### config.mk
export PLATFORM = sky130hd
export DESIGN_NAME = uart_calc_core
export DESIGN_NICKNAME = d
export VERILOG_FILES = /design/src/rtl/uart_calc_core.sv
export SDC_FILE = /design/constraint.sdc
export NUM_CORES = 1
export LEC_CHECK = 0
export CORE_AREA = 3 3 127 129
export DETAILED_ROUTE_END_ITERATION = 10
export DIE_AREA = 0 0 130 132
export PLACE_DENSITY = 0.85
export RECOVER_POWER = 25
export SYNTH_ARGS = -nofsm -noshare
export SYNTH_HDL_FRONTEND = slang
export SYNTH_SLANG_ARGS = --single-unit
### constraint.sdc
create_clock -name clk -period 7.8 [get_ports clk]
set_input_delay 1.56 -clock clk [delete_from_list [all_inputs] [get_ports clk]]
set_output_delay 1.56 -clock clk [all_outputs]
set_load 0.005 [all_outputs]
### src/rtl/uart_calc_core.sv
// Byte-stream calculator: collects two little-endian operands and a command, runs the ALU,
// then converts |result| to packed BCD with an iterative double-dabble.
module uart_calc_core #(
  parameter int unsigned WIDTH      = 16,
  parameter int unsigned BCD_DIGITS = 5,
  parameter int unsigned TIMEOUT    = 1000000
) (
  input  logic                    clk,
  input  logic                    reset,
  input  logic [7:0]              rx_data,
  input  logic                    rx_ready,
  output logic [WIDTH-1:0]        op1,
  output logic [WIDTH-1:0]        op2,
  output logic [1:0]              alu_ctrl,
  output logic [WIDTH-1:0]        result,
  output logic [4*BCD_DIGITS-1:0] bcd,
  output logic                    negative,
  output logic                    carry,
  output logic                    result_valid,
  output logic                    busy,
  output logic                    error,
  output logic [2:0]              stage
);

  localparam int unsigned NumBytes = WIDTH / 8;
  localparam int unsigned TmoW     = $clog2(TIMEOUT + 1);
  localparam int unsigned CntW     = $clog2(WIDTH + 1);
  localparam int unsigned BcdW     = 4 * BCD_DIGITS;

  typedef enum logic [2:0] {
    StWaitOp1 = 3'd0,
    StWaitOp2 = 3'd1,
    StWaitCmd = 3'd2,
    StExec    = 3'd3,
    StConv    = 3'd4
  } state_e;

  state_e            state;
  logic [1:0]        byte_cnt;
  logic [TmoW-1:0]   tmo_cnt;
  logic [CntW-1:0]   conv_cnt;
  logic [WIDTH-1:0]  bin_sh;
  logic [BcdW-1:0]   bcd_sh;
  logic [BcdW-1:0]   bcd_adj;
  logic [WIDTH:0]    sum;
  logic [WIDTH-1:0]  alu_res;
  logic [WIDTH-1:0]  mag;
  logic              borrow;
  logic              last_byte;
  logic [4:0]        byte_lsb;

  assign stage     = state;
  assign busy      = (state == StExec) || (state == StConv);
  assign last_byte = (byte_cnt == 2'(NumBytes - 1));
  assign byte_lsb  = {byte_cnt, 3'b000};

  always_comb begin
    sum    = {1'b0, op1} + {1'b0, op2};
    borrow = op1 < op2;
    unique case (alu_ctrl)
      2'b00:   alu_res = sum[WIDTH-1:0];
      2'b01:   alu_res = op1 - op2;
      2'b10:   alu_res = op1 & op2;
      default: alu_res = op1 | op2;
    endcase
    mag = (alu_ctrl == 2'b01 && borrow) ? (op2 - op1) : alu_res;
  end

  // Add-3 correction on every digit >= 5 before each shift.
  always_comb begin
    bcd_adj = bcd_sh;
    for (int i = 0; i < int'(BCD_DIGITS); i++) begin
      if (bcd_sh[4*i +: 4] >= 4'd5) bcd_adj[4*i +: 4] = bcd_sh[4*i +: 4] + 4'd3;
    end
  end

  always_ff @(posedge clk or posedge reset) begin
    if (reset) begin
      state        <= StWaitOp1;
      byte_cnt     <= '0;
      tmo_cnt      <= '0;
      conv_cnt     <= '0;
      bin_sh       <= '0;
      bcd_sh       <= '0;
      op1          <= '0;
      op2          <= '0;
      alu_ctrl     <= '0;
      result       <= '0;
      bcd          <= '0;
      negative     <= 1'b0;
      carry        <= 1'b0;
      result_valid <= 1'b0;
      error        <= 1'b0;
    end else begin
      error <= 1'b0;
      unique case (state)
        StWaitOp1, StWaitOp2, StWaitCmd: begin
          if (rx_ready) begin
            tmo_cnt <= '0;
            if (state == StWaitCmd) begin
              if (rx_data[7:2] == 6'd0) begin
                alu_ctrl <= rx_data[1:0];
                state    <= StExec;
              end else begin
                error <= 1'b1;
                state <= StWaitOp1;
              end
            end else begin
              if (state == StWaitOp1) begin
                if (byte_cnt == 2'd0) begin
                  // Starting a new transaction wipes the previous display.
                  op1          <= WIDTH'(rx_data);
                  op2          <= WIDTH'(op2[7:0]);
                  result       <= '0;
                  bcd          <= '0;
                  negative     <= 1'b0;
                  carry        <= 1'b0;
                  result_valid <= 1'b0;
                end else begin
                  op1[byte_lsb +: 8] <= rx_data;
                end
              end else begin
                op2[byte_lsb +: 8] <= rx_data;
              end
              if (last_byte) begin
                byte_cnt <= '0;
                state    <= (state == StWaitOp1) ? StWaitOp2 : StWaitCmd;
              end else begin
                byte_cnt <= byte_cnt + 2'd1;
              end
            end
          end else if (state != StWaitOp1 || byte_cnt != 2'd0) begin
            if (tmo_cnt == TmoW'(TIMEOUT - 1)) begin
              error    <= 1'b1;
              state    <= StWaitOp1;
              byte_cnt <= '0;
              tmo_cnt  <= '0;
            end else begin
              tmo_cnt <= tmo_cnt + 1'b1;
            end
          end else begin
            tmo_cnt <= '0;
          end
        end
        StExec: begin
          if (rx_ready) error <= 1'b1;
          result   <= alu_res;
          carry    <= (alu_ctrl == 2'b00) ? sum[WIDTH] : (alu_ctrl == 2'b01) ? borrow : 1'b0;
          negative <= (alu_ctrl == 2'b01) && borrow;
          bin_sh   <= mag;
          bcd_sh   <= '0;
          conv_cnt <= '0;
          state    <= StConv;
        end
        StConv: begin
          if (rx_ready) error <= 1'b1;
          if (conv_cnt == CntW'(WIDTH)) begin
            bcd          <= bcd_sh;
            result_valid <= 1'b1;
            state        <= StWaitOp1;
          end else begin
            bcd_sh   <= {bcd_adj[BcdW-2:0], bin_sh[WIDTH-1]};
            bin_sh   <= {bin_sh[WIDTH-2:0], 1'b0};
            conv_cnt <= conv_cnt + 1'b1;
          end
        end
        default: state <= StWaitOp1;
      endcase
    end
  end

endmodule

### After elaboration in Yosys (flattened, before gate mapping)

Index checks and enable logic that the tools add are counted.

| storage, ports and cells | value |
|---|---|
| logic and storage cells | 148 |
| output and inout port bits | 78 |
| bits of input ports | 11 |
| register bits after elaboration | 140 |

| operators by class | value |
|---|---|
| mux-type cells | 63 |
| $lt $le $gt $ge | 6 |
| bitwise gates (word level) | 4 |
| add/sub/neg operators | 12 |
| shift operators | 2 |
| eq/ne operators | 20 |
| reduce and logical (&&, ||, !) cells | 25 |

Operators with widths:

| kind | count |
|---|---|
| $mux W20 | 9 |
| $mux W16 | 9 |
| $pmux W20 S2 | 2 |
| $pmux W16 S2 | 2 |
| $pmux W16 S3 | 1 |
| $bwmux W16 | 2 |
| $sub A16 B16 Y16 | 2 |
| $reduce_and A4 Y1 | 6 |
| $mux W3 | 7 |
| $add A20 B1 Y20 const B | 1 |
| $eq A20 B20 Y1 const B | 1 |
| $ge A4 B3 Y1 const B | 5 |
| $add A16 B16 Y17 | 1 |
| $add A4 B2 Y4 const B | 4 |
| $and A16 B16 Y16 | 1 |
| $lt A16 B16 Y1 | 1 |
| $mux W4 | 4 |
| $or A16 B16 Y16 | 1 |
| $shift A8 B7 Y16 const A | 1 |
| $shiftx A8 B7 Y16 | 1 |
| $mux W2 | 7 |
| $mux W1 | 13 |
| $ne A2 B2 Y1 const B | 6 |
| $reduce_bool A2 Y1 | 6 |
| other kinds (29) | 39 |

### Longest topological paths before layout

| depth | value |
|---|---|
| depth in word-level cells | 6 |
| gate-level depth with buffers | 12 |
| gate-level depth less buffers | 11 |

### Worst setup path before layout

No wires, ideal clock.

| path | value |
|---|---|
| path kind | register to output |
| start | register state[2] (netlist: stage[2]) |
| end | output busy |
| stages on the path, launching flop included | 6 |
| data required time | 6,240 ps |
| setup slack | 4,919 ps |
| buffers on the path | 3 |
| data arrival time | 1,321 ps |
| path through | dfrtp_1 -> clkbuf_1 -> or2_2 -> clkbuf_1 -> clkbuf_1 -> nand2_1 |

| on the way | value |
|---|---|
| longest elaborated chain between the ends | 2 |
| elaborated cells between the ends (all ways) | 3 |
| those cells by class | eq/ne: 2; reduce/logical: 1 |

RTL lines:

| item | RTL line | source |
|---|---|---|
| start, declared | 38 | `state_e state;` |
| start signal, assigned | 79 | `state <= StWaitOp1;` |
| start signal, assigned | 103 | `state <= StExec;` |
| start signal, assigned | 106 | `state <= StWaitOp1;` |
| $eq A3 B2 Y1 or $eq A3 B3 Y1 (tied branches) | 53 | `assign busy = (state == StExec) \|\| (state == StConv);` |
| $logic_or A1 B1 Y1 (*) | 53 |  |
| end, declared | 20 | `output logic busy,` |

Every way passes the cells marked *; elsewhere a longest branch is shown, timed or not.

==> metrics <==
Finished Layout Cells=1366; Post-synth EDFFs=0; Setup Viol. Count Final=0; CTS Buf Count=17; Final Hold Fails=0; antenna fix cells=0; largest family of logic cells by synthesized area=compound AO/OA/AOI/OAI gates; total number of vias=8597; initial antenna violation count=0; Die ar.=17160 um^2; post_cts resized=0; register-to-register setup slack=approximately 4.1 ns; vias in the first global route=8318; MaxCap Viol Count=1; largest net degree at the start of global routing=76; failing checks=capacitance limit, slew limit; RSZ-0062 raised after global routing=false; Cells after DPL=1334; Synth Area in Adders=about an eighth; CTS tree=yes; P_leak=0.004704 uW; Die X=130 um; CTS sink count=140; Synth Cell Area=9392 um^2; required time of the critical path=8.25 ns; vias per cell=6.294; # IOs=89; Initial DRC Count=771; clock root cell=clkbuf_16; Post-Synth XOR/XNOR Area=3.451%; worst slew pin tran=~3.2 ns; synth warn=0; sequential area share after synthesis=37.30%; Power Density=between 300 and 400 nW/um^2; GPL Wtd Cong=0.9322; syn_nets=1208; asr flop ratio synth=100.0%; Top FF cell, synth=dfrtp_1; setup TNS=0 ns; status=finished, violations left; CTS hold repair buffers=0; Row Count=45; DR DRC count=0; Clock Latency Late Sink=0.43 ns; hpwl dp=roughly 18000 um; clk_skew=0.006305 ns; slew margin rel.=-117.0%; Routed WL=24780 um; Syn-to-layout area delta=16.61%; post-synthesis register bit count=140; slowest stage delay, CP=1.83 ns; post-place setup slack=3.907 ns; fin crit period=4.455 ns; Post-Synth Simple-Gate Area=~17%; Cell variety after synth=slightly below 70; GRT Residual Overflow=0; Worst Hold Class=flip-flop to flip-flop; cells after synthesis=1109; post-route cell area=10950 um^2; setup slack after layout=3.345 ns; CP Launch Type=input port; critical path's slowest cell=clkinvlp_2; fmax=about 0.22 GHz; final worst-path cycle share=57.12%; critical path class=input port to async pin; most frequent cells in the layout=nand2_1, dfrtp_1, o21ai_0; Core ar.=around 15000 um^2; Worst Path Max Fanout=75; complex-gate fraction of the synthesized area=a little under a quarter; Arr. time, crit path=4.91 ns; WL per Instance=18.14 um; share of layout cells above drive strength 1=5.093%; mean post-synth cell area=8.468 um^2; port bufs=88; Crit. End Element=async pin; post-route ant nets=0; setup bufs post-CTS=0; clk buf depth=2; first-pass GRT wire length=41280 um; Initial Util=62.01%; Layout Nets=1264; # fillers=about 1200; Global Route Usage Sum=29.71%; VDD IR max=around 0.00025 V; Initial DRT Pass Iterations=5; critical-path cell list=dlygate4sd3_1, clkinvlp_2, buf_4; mux share of post-synthesis cell area=between 1 and 1.5%; chip height=132 um; H-tree lvl count=4; Placed Area=approximately 10000 um^2; most common cell after layout, fill and taps aside=nand2_1; CTS clk-pin slew, worst paths=approximately 0.060 ns; Slew Limit Fails=76
## cell families (layout without fill, tap and decap cells)
family,after synthesis,in the layout
AOI/OAI and AO/OA,343,343
xor gates and xnor gates,37,37
buffers and inverters,133,202
adders and majority gates,88,88
muxes,11,11
DFF,140,140
and+or+nand+nor,357,357
## state kept, by name, indices dropped and copies added, names as in the netlist, 2 cells and up
register and cells:
bcd 20, bcd_sh 20, tmo_cnt 20, bin_sh 16, op1 16, op2 16, result 16, conv_cnt 5
stage 3, alu_ctrl 2, byte_cnt 2
## worst paths after layout
check,from,end,cells past startpoint
max in group clk,stage[0],busy,4
worst min-delay path,bcd[4],bcd[4],2
worst min register to register,bcd[4],bcd[4],2
worst max register to register,stage[0],bin_sh[13],9
min in group asynchronous,reset,bcd[18],2
worst max-delay path,reset,op2[6],3
## power by group
group	switching (uW)	internal (uW)	leakage, uW	total (uW)
sequential	173	857	0.00191	1030
combinational	1170	835	0.00249	2000
clock	323	543	0.000302	866
## per-layer routing
metal / track usage, % / up-vias / wire [um] / share of wire, %
li1: - / 4007 / - / -
met3: 6.118 / 60 / 1895 / 7.6
met1: 41.01 / 4128 / 10750 / 43
met4: 11.78 / 0 / 729 / 2.9
met2: 45.85 / 402 / 11410 / 46
met5: 0 / - / 0 / 0
## worst max-delay path, delay by kind of cell
kind                   cells  cell delay [ns]
buffers and inverters      3             3.28
## stage by stage
step	power (uW)	util, %	hold slack (ns)
2_1_floorplan	2417	-	0.4403
3_3_place_gp	2942	68.21	0.4535
3_5_place_dp	2985	68.21	0.4650
4_1_cts	3867	72.38	0.4779
5_1_grt	4164	72.31	0.4955
6_report	3898	72.31	0.4714
## synth_stat cells (4+ instances only)
| cell type | count | area (um^2) |
|---|---|---|
| a31oi_1 | 12 | 75.07 |
| ha_1 | 85 | 1064 |
| inv_2 | 4 | 15.01 |
| o31ai_1 | 24 | 180.2 |
| o21ai_0 | 136 | 680.7 |
| a211o_1 | 4 | 35.03 |
| and3_1 | 13 | 81.33 |
| clkbuf_1 | 40 | 150.1 |
| nand3_1 | 28 | 140.1 |
| nor4_1 | 6 | 37.54 |
| nor3b_1 | 5 | 37.54 |
| a32o_1 | 7 | 70.07 |
| a22o_1 | 23 | 201.4 |
| and2_1 | 4 | 25.02 |
| mux2i_1 | 6 | 60.06 |
| inv_1 | 68 | 255.2 |
| a21oi_1 | 71 | 355.3 |
| nor3_1 | 21 | 105.1 |
| or3_1 | 5 | 31.28 |
| nor2_1 | 84 | 315.3 |
| buf_1 | 4 | 15.01 |
| buf_2 | 12 | 60.06 |
| a21o_1 | 9 | 67.56 |
| xnor2_1 | 30 | 262.8 |
| nand4b_1 | 4 | 35.03 |
| o221ai_1 | 4 | 35.03 |
| o22ai_1 | 4 | 25.02 |
| xor2_1 | 7 | 61.31 |
| nand4_1 | 7 | 43.79 |
| mux2_2 | 5 | 56.30 |
| o211ai_1 | 5 | 37.54 |
| nand2_1 | 152 | 570.6 |
| nand2b_1 | 17 | 106.4 |
| a211oi_1 | 5 | 37.54 |
| dfrtp_1 | 140 | 3503 |
## cell type report
type / instances / area, um^2 / share of cell area [%]
Sequential cell: 140 / 3503 / 31.99
Tap cell: 188 / 235.2 / 2.148
Clock inverter: 14 / 192.7 / 1.759
Inverter: 74 / 279.0 / 2.548
Timing Repair Buffer: 96 / 933.4 / 8.523
Clock buffer: 18 / 439.2 / 4.010
Multi-Input combinational cell: 836 / 5369 / 49.02
(Power assumes the default switching activity.)
